==> config.mk <==
export PLATFORM = sky130hd
export DESIGN_NAME = tape_rec_uart
export DESIGN_NICKNAME = d
export VERILOG_FILES = /design/src/rtl/tape_rec_uart.sv
export SDC_FILE = /design/constraint.sdc
export NUM_CORES = 1
export LEC_CHECK = 0
export CAP_MARGIN = 30
export CORE_MARGIN = 1
export CORE_UTILIZATION = 35
export CTS_BUF_LIST = sky130_fd_sc_hd__clkbuf_2 sky130_fd_sc_hd__clkbuf_4 sky130_fd_sc_hd__clkbuf_8
export CTS_CLUSTER_DIAMETER = 30
export DETAILED_ROUTE_END_ITERATION = 8
export PLACE_DENSITY = 0.61
export SYNTH_ARGS = -nofsm -noshare
export SYNTH_HDL_FRONTEND = slang
export SYNTH_SLANG_ARGS = --single-unit
==> constraint.sdc <==
create_clock -name clk_sys -period 3.45 [get_ports clk_sys]
set_clock_uncertainty 0.15 [all_clocks]
set_input_delay 0.69 -clock clk_sys [delete_from_list [all_inputs] [get_ports clk_sys]]
set_output_delay 0.69 -clock clk_sys [all_outputs]
set_load 0.05 [all_outputs]
==> src/rtl/tape_rec_uart.sv <==
// Cassette recorder path: measures tape_out half-periods while the motor runs,
// queues one byte per half-period and streams the bytes out as 8N1 serial.
module tape_rec_uart #(
   parameter int TICK_DIV = 640,
   parameter int BAUD_DIV = 556,
   parameter int FIFO_AW  = 4
) (
   input  logic               clk_sys,
   input  logic               reset,
   input  logic               tape_out,
   input  logic               tape_motor,
   output logic               uart_tx,
   output logic               busy,
   output logic               overrun,
   output logic [FIFO_AW:0]   fifo_level
);
   localparam int PW    = $clog2(TICK_DIV + 1);
   localparam int BW    = $clog2(BAUD_DIV + 1);
   localparam int DEPTH = 1 << FIFO_AW;

   typedef enum logic [1:0] {IDLE, START, DATA, STOP} state_t;

   logic [1:0]         tape_sync_q, motor_sync_q;
   logic               tape_dly_q;
   logic               tape_s, motor_s, edge_w, tick;
   logic [PW-1:0]      pre_q, pre_d;
   logic [7:0]         cnt_q, cnt_d;
   logic               armed_q, armed_d;
   logic               push_q, push_d;
   logic [7:0]         pdata_q, pdata_d;
   logic [7:0]         mem [DEPTH];
   logic [FIFO_AW-1:0] wr_q, rd_q;
   logic [FIFO_AW:0]   level_q;
   logic               overrun_q, full, pop, wr_en;
   state_t             state_q, state_d;
   logic [BW-1:0]      baud_q, baud_d;
   logic [2:0]         bit_q, bit_d;
   logic [7:0]         sh_q, sh_d;
   logic               baud_end, tx;

   assign tape_s  = tape_sync_q[1];
   assign motor_s = motor_sync_q[1];
   assign edge_w  = tape_s ^ tape_dly_q;
   assign tick    = (pre_q == PW'(TICK_DIV - 1));

   always_ff @(posedge clk_sys) begin
      if (reset) begin
         tape_sync_q  <= '0;
         motor_sync_q <= '0;
         tape_dly_q   <= 1'b0;
      end else begin
         tape_sync_q  <= {tape_sync_q[0], tape_out};
         motor_sync_q <= {motor_sync_q[0], tape_motor};
         tape_dly_q   <= tape_s;
      end
   end

   // An edge takes priority over a coincident overflow tick: its width byte is pushed instead of 0x00.
   always_comb begin
      pre_d   = pre_q + 1'b1;
      cnt_d   = cnt_q;
      armed_d = armed_q;
      push_d  = 1'b0;
      pdata_d = cnt_q;
      if (!motor_s) begin
         pre_d   = '0;
         cnt_d   = '0;
         armed_d = 1'b0;
      end else if (edge_w) begin
         pre_d   = '0;
         cnt_d   = '0;
         armed_d = 1'b1;
         push_d  = armed_q;
         pdata_d = (cnt_q == 8'd0) ? 8'd1 : cnt_q;
      end else if (tick) begin
         pre_d = '0;
         cnt_d = cnt_q + 8'd1;
         if (armed_q && cnt_q == 8'hFF) begin
            push_d  = 1'b1;
            pdata_d = 8'h00;
         end
      end
   end

   always_ff @(posedge clk_sys) begin
      if (reset) begin
         pre_q   <= '0;
         cnt_q   <= '0;
         armed_q <= 1'b0;
         push_q  <= 1'b0;
         pdata_q <= '0;
      end else begin
         pre_q   <= pre_d;
         cnt_q   <= cnt_d;
         armed_q <= armed_d;
         push_q  <= push_d;
         pdata_q <= pdata_d;
      end
   end

   assign full  = (level_q == (FIFO_AW+1)'(DEPTH));
   assign pop   = (state_q == IDLE) && (level_q != '0);
   assign wr_en = push_q && (!full || pop);

   always_ff @(posedge clk_sys) begin
      if (wr_en) mem[wr_q] <= pdata_q;
   end

   always_ff @(posedge clk_sys) begin
      if (reset) begin
         wr_q      <= '0;
         rd_q      <= '0;
         level_q   <= '0;
         overrun_q <= 1'b0;
      end else begin
         if (wr_en) wr_q <= wr_q + 1'b1;
         if (pop)   rd_q <= rd_q + 1'b1;
         case ({wr_en, pop})
            2'b10:   level_q <= level_q + 1'b1;
            2'b01:   level_q <= level_q - 1'b1;
            default: level_q <= level_q;
         endcase
         if (push_q && full && !pop) overrun_q <= 1'b1;
      end
   end

   assign baud_end = (baud_q == BW'(BAUD_DIV - 1));

   always_comb begin
      state_d = state_q;
      baud_d  = baud_q + 1'b1;
      bit_d   = bit_q;
      sh_d    = sh_q;
      tx      = 1'b1;
      case (state_q)
         IDLE: begin
            baud_d = '0;
            if (level_q != '0) begin
               sh_d    = mem[rd_q];
               state_d = START;
            end
         end
         START: begin
            tx = 1'b0;
            if (baud_end) begin
               baud_d  = '0;
               bit_d   = 3'd0;
               state_d = DATA;
            end
         end
         DATA: begin
            tx = sh_q[bit_q];
            if (baud_end) begin
               baud_d = '0;
               if (bit_q == 3'd7) state_d = STOP;
               else               bit_d   = bit_q + 3'd1;
            end
         end
         STOP: begin
            if (baud_end) begin
               baud_d  = '0;
               state_d = IDLE;
            end
         end
         default: state_d = IDLE;
      endcase
   end

   always_ff @(posedge clk_sys) begin
      if (reset) begin
         state_q <= IDLE;
         baud_q  <= '0;
         bit_q   <= '0;
         sh_q    <= '0;
      end else begin
         state_q <= state_d;
         baud_q  <= baud_d;
         bit_q   <= bit_d;
         sh_q    <= sh_d;
      end
   end

   assign uart_tx    = tx;
   assign busy       = (level_q != '0) || (state_q != IDLE);
   assign overrun    = overrun_q;
   assign fifo_level = level_q;
endmodule

==> results of run 1 <==
-- flip-flops by register name, summed over array words and instances (netlist names) --
name and cells:
pdata_q 8, overrun 1, mem 128, wr_q 4
fifo_level 5, tape_sync_q 2, armed_q 1, rd_q 4
cnt_q 8, pre_q 10, state_q 2, baud_q 10
push_q 1, motor_sync_q 2, tape_dly_q 1, sh_q 8
bit_q 3
-- metrics by stage --
step	area (sq um)	hold WS (ps)
finish	8790	302
global route	8790	334
CTS	8790	309
detailed placement	8390	288
global placement	8390	278
floorplan	7970	263
-- power breakdown --
| group | switching [W] | total (W) | internal, W | leakage, nW |
|---|---|---|---|---|
| combinational | 0.000788 | 0.00135 | 0.000560 | 0.968 |
| sequential | 0.000130 | 0.00272 | 0.00259 | 1.65 |
| clock | 0.000805 | 0.00147 | 0.000663 | 0.209 |
| total | 0.00172 | 0.00554 | 0.00382 | 2.83 |
-- path summary, 6_finish.rpt --
path,start,endpoint,slack (ps),cells after the start
worst min-delay path,baud_q[0],baud_q[0],300,1
worst min register to register,baud_q[0],baud_q[0],300,1
worst max-delay path,bit_q[0],uart_tx,230,4
worst max register to register,fifo_level[1],fifo_level[4],540,8
-- cell type report --
type	instances	share of cell area, %
sequential	198	59.7
multi-input combinational	321	29.2
tap	280	3.99
clock buffer	17	2.66
timing repair buffer	20	2.19
clock inverter	15	1.88
inverter	10	0.427
-- cells by family (layout without fill, tap and decap cells) --
kind of cell | count (synthesis) | count (layout)
AO/OA/AOI/OAI | 63 | 63
XOR/XNOR | 35 | 35
adder cells (fa/ha/maj) | 18 | 18
buffers and inverters | 34 | 62
flip-flops | 198 | 198
multiplexers | 38 | 38
AND/OR/NAND/NOR | 167 | 167
-- cells in the final DEF, fill, tap and decap left out, types with 8 or more instances in the layout --
master,Yosys,final
edfxtp_1,128,128
nor2_1,73,73
dfxtp_1,70,69
mux4_2,34,34
xor2_1,25,25
a21oi_1,24,24
nand2_1,21,21
a22oi_1,18,18
ha_1,18,18
clkbuf_8,0,17
nand3_1,13,13
inv_1,10,10
nor3_1,10,10
and2_1,10,10
xnor2_1,10,10
and3_1,10,10
clkdlybuf4s50_1,0,10
nor2b_1,8,8
buf_4,1,8
-- routing by layer --
metal	wire (um)	part of all wire [%]	vias up	GRT usage [%]
met3	500	3.4	13	2.89
met1	6570	45	2161	16.7
met5	0	0	-	0
met4	147	1.0	0	4.18
li1	-	-	2093	-
met2	7490	51	67	23.5
-- repair_timing --
action / CTS / global route
endpoints found under the hold margin: 0 / 0
setup endpoints to repair: 0 / 1
gates resized for setup: 0 / 1
hold buffers: 0 / 0
==> results.yml, run 1 <==
status:
  status: "finished clean"
yosys:
  synth_commonest_cells: "edfxtp_1 (128), nor2_1 (73), dfxtp_1 (70)"
  yosys.area.top_type_share_pct: 48.2
  synth_compound_area_share_pct: 5.40
  syn_area_per_cell_sq_um: 14.4
  synthSimpleGateAreaFrac_pct: 9.97
  synthArstFlopShare_pct: 0
  ys_types: 46
  muxShareOfSynthArea_pct: 10.1
  ys_seq_area_share_pct: 65.8
  synth-xor-area-share_pct: 3.85
  synth_area_leaders: "edfxtp_1 (48%), dfxtp_1 (18%), mux4_2 (9.6%), nor2_1 (3.4%), ha_1 (2.8%)"
  syn_nets: 575
  synth_top_area_cell: "edfxtp_1"
  synth_top_family_by_area: "multiplexers"
  synth_most_common_cell: "edfxtp_1"
  synth-adder-area-share_pct: 2.83
  netlist_area_sq_um: 7970
  syn_inst: 553
  synth_flop_cell: "edfxtp_1"
  ys_warn_count: 0
  synth_edf_count: 128
  synth-seq-cells: 198
pwr:
  vdd_drop_max_v: 0.000334
  power.leakage_nw: 2.83
  p_total_w: 0.00554
  power_density_nw_per_um2: 630
worst_setup_path:
  critPathRequiredTime_ps: 2610
  path_cells: "mux4_2, mux2i_1, mux2i_1, clkdlybuf4s50_1"
  crit_family: "multiplexers"
  crit_top_cell: "mux2i_1"
  slowest_stage: "clkdlybuf4s50_1"
  end_kind: "output port"
  critical_path_buf_inv_count: 1
  crit_path_start_kind: "flip-flop"
  critPathArrivalTime_ps: 2380
  crit_type: "flip-flop to output port"
  timing.critical_path.fanout_max: 5
  crit_path_max_incr_delay_ps: 700
cells_and_area:
  drive_gt1_share_pct: 13.8
  final-seq-area_sq_um: 5250
  diodes: 0
  multi_input_area_sq_um: 2560
  finalNonFillerCells: 861
  nets: 590
  final_util_pct: 39.8
  area_growth_pct: 10.3
  num-fill-cells: 1960
sta:
  finalMaxSlewViolations: 0
  hold_viol: 0
  tightestPinTransition_ps: 847
  period_minus_slack_ps: 3220
  fmax_mhz: 311
  worst_slack_ps: 234
  setup_tns_ps: 0
  slew_headroom_pct: 43.3
  rsz0062_at_grt: "no"
  finalSetupViolations: 0
  post-route-period-util_pct: 93.2
drt:
  drt_iter0_markers: 362
  wire_per_inst_um: 17.1
  vias_per_cell: 5.03
  ant_nets: 0
  drcViolationCount: 0
  num_vias: 4334
  routed_wl_um: 14700
  first_pass_iters: 4
global_route:
  overflow: 0
  grt_pass1_wl_um: 23800
  antenna_found_initial: 0
  grtUsageTotal_pct: 13.5
  grt_pass1_vias: 4430
  grt_max_degree: 35
clocking:
  cts_made_buffers: 17
  cts_tree: "yes"
  cts_setup_buffers: 0
  cts_root_buffer: "clkbuf_8"
  clkSinkCount: 198
  clock_path_buffers: 2
  clock_latency_ps: 450
  htree_levels: 4
  path_clk_slew_ps: 100
floorplanning:
  fp.dieW_um: 153
  die_h_um: 153
  core_sq_um: 22100
  boundaryPins: 12
  dieArea_sq_um: 23400
  start_util_pct: 36.1
  rows: 54
placement:
  dp.cells: 829
  numPortBuffers: 11
  hpwl_um: 9780
  place_congestion: 0.791
  place_ws_ps: 639
run:
  drv_cap: 0
hold_path:
  min_path_type: "flip-flop to flip-flop"
(Power assumes the default switching activity.)
==> inputs of run 2 (changes only) <==
--- a/config.mk
+++ b/config.mk
@@ -12,6 +12,7 @@
 export CTS_CLUSTER_DIAMETER = 30
 export DETAILED_ROUTE_END_ITERATION = 8
 export PLACE_DENSITY = 0.61
+export SETUP_SLACK_MARGIN = 0.02
 export SYNTH_ARGS = -nofsm -noshare
 export SYNTH_HDL_FRONTEND = slang
 export SYNTH_SLANG_ARGS = --single-unit
==> constraint.sdc (replaced) <==
create_clock -name clk_sys -period 3.58 [get_ports clk_sys]
set_clock_uncertainty 0.15 [all_clocks]
set_input_delay 0.716 -clock clk_sys [delete_from_list [all_inputs] [get_ports clk_sys]]
set_output_delay 0.716 -clock clk_sys [all_outputs]
set_load 0.05 [all_outputs]
==> results.yml, run 2 (synthesis gave the netlist of run 1 again) <==
status:
  status: "finished clean"
drt:
  drcViolationCount: 0
  first_pass_iters: 4
  drt_iter0_markers: 313
  wire_per_inst_um: 17.4
  ant_nets: 0
  num_vias: 4354
  routed_wl_um: 15000
  vias_per_cell: 5.07
clocking:
  clock_latency_ps: 450
  clkSinkCount: 198
  cts_tree: "yes"
  cts_made_buffers: 17
  htree_levels: 4
  ctsHoldBuffers: 0
  cts_root_buffer: "clkbuf_8"
  path_clk_slew_ps: 100
  cts_setup_buffers: 0
  clock_path_buffers: 2
  cts_resized: 0
cells_and_area:
  finalNonFillerCells: 859
  nets: 588
  num-fill-cells: 1991
  largest_reg_flops: 128
  postLayoutCellArea_sq_um: 8830
  top_regs: "mem (128), baud_q (10), pre_q (10)"
  layout_commonest_cell: "edfxtp_1"
  diodes: 0
  largest-register: "mem"
  most-common-layout-cells: "edfxtp_1 (128), nor2_1 (73), dfxtp_1 (69)"
  drive_gt1_share_pct: 13.3
  area_growth_pct: 10.8
sta:
  finalMaxSlewViolations: 0
  rsz0062_at_grt: "no"
  slew_headroom_pct: 42.7
  fmax_mhz: 302
  tightestPinTransition_ps: 857
  post-route-period-util_pct: 92.5
  setup_tns_ps: 0
  finalSetupViolations: 0
  period_minus_slack_ps: 3310
  hold_viol: 0
  hold_ws_ps: 301
pwr:
  swShare_pct: 30.1
  seqPwrFrac_pct: 47.3
  power_density_nw_per_um2: 627
  switching_power_w: 0.00167
  vdd_drop_max_v: 0.000254
  power.leakage_nw: 2.84
  intPower_w: 0.00387
  p_comb_share_pct: 23.6
  clkPwrFrac_pct: 29.1
placement:
  hpwl_um: 9890
  numPortBuffers: 11
  place_congestion: 0.822
  placed_area_sq_um: 8370
  dp.cells: 827
global_route:
  grt_max_degree: 35
  use_met1_pct: 16.7
  grt_pass1_vias: 4392
  grt_pass1_wl_um: 23800
  grtUsageMet2_pct: 23.5
  antenna_found_initial: 0
  busiest_layer: "met2"
  grtUsageTotal_pct: 13.5
  use_met3_pct: 3.32
  overflow: 0
floorplanning:
  start_util_pct: 36.1
  die_h_um: 153
  core_sq_um: 22100
  dieArea_sq_um: 23400
  rows: 54
  fp.dieW_um: 153
  boundaryPins: 12
worst_setup_path:
  critPathArrivalTime_ps: 2440
  critPathRequiredTime_ps: 2710
  crit_path_start_kind: "flip-flop"
  crit_type: "flip-flop to output port"
  end_kind: "output port"
  timing.critical_path.fanout_max: 7
run:
  drv_cap: 0
hold_path:
  min_path_type: "flip-flop to flip-flop"
[run 2: cell count changes in the layout (fill, tap and decap cells not counted)]
| cell | before | now |
|---|---|---|
| inv_6 | 4 | 2 |
| clkinv_1 | 0 | 1 |
| inv_8 | 2 | 1 |
| clkdlybuf4s50_1 | 10 | 11 |
| bufinv_16 | 2 | 5 |
| clkinv_2 | 3 | 2 |
| buf_4 | 8 | 6 |
| dlymetal6s2s_1 | 1 | 0 |
[run 2: area by class of cell]
cell class	count	area, sq um	area share (%)
multi-input cells	321	2560	29.0
clock inverters	15	225	2.55
repair buffers	18	175	1.98
inverters	10	37.5	0.425
clock buffers	17	234	2.65
flip-flops and latches	198	5250	59.4
well taps	280	350	3.97
[run 2: power groups by stage]
stage	registers [W]	logic [W]	clock network, W
2_1_floorplan	0.00268	0.000982	0
3_3_place_gp	0.00267	0.00128	0
3_5_place_dp	0.00268	0.00131	0
4_1_cts	0.00262	0.00132	0.00164
5_1_grt	0.00264	0.00144	0.00173
6_report	0.00262	0.00131	0.00161
[run 2: critical path, stage by stage (launching register included)]
cell and delay [ps]:
dfxtp_1 390, or4_1 650, nor2_1 180, nand2_1 70
clkdlybuf4s50_1 710
[run 2: path summary, 6_finish.rpt]
| path | start | cells after the start | slack, ps | end |
|---|---|---|---|---|
| max reg2reg | fifo_level[0] | 8 | 470 | fifo_level[4] |
| min | tape_sync_q[0] | 1 | 300 | tape_sync_q[1] |
| min reg2reg | tape_sync_q[0] | 1 | 300 | tape_sync_q[1] |
| max | fifo_level[0] | 4 | 270 | busy |
[run 2: layer usage]
layer	routed length, um	vias up
met1	6350	2186
met3	770	8
met5	0	-
li1	-	2089
met2	7740	71
met4	110	0
[run 2: stage by stage]
stage | utilization [%] | worst slack, ps | power (W)
after floorplan | - | 765 | 0.00366
after global placement | 37.9 | 743 | 0.00395
after detailed placement | 37.9 | 647 | 0.00398
after CTS | 40.0 | 236 | 0.00559
after global routing | 40.0 | 132 | 0.00581
final | 40.0 | 270 | 0.00554
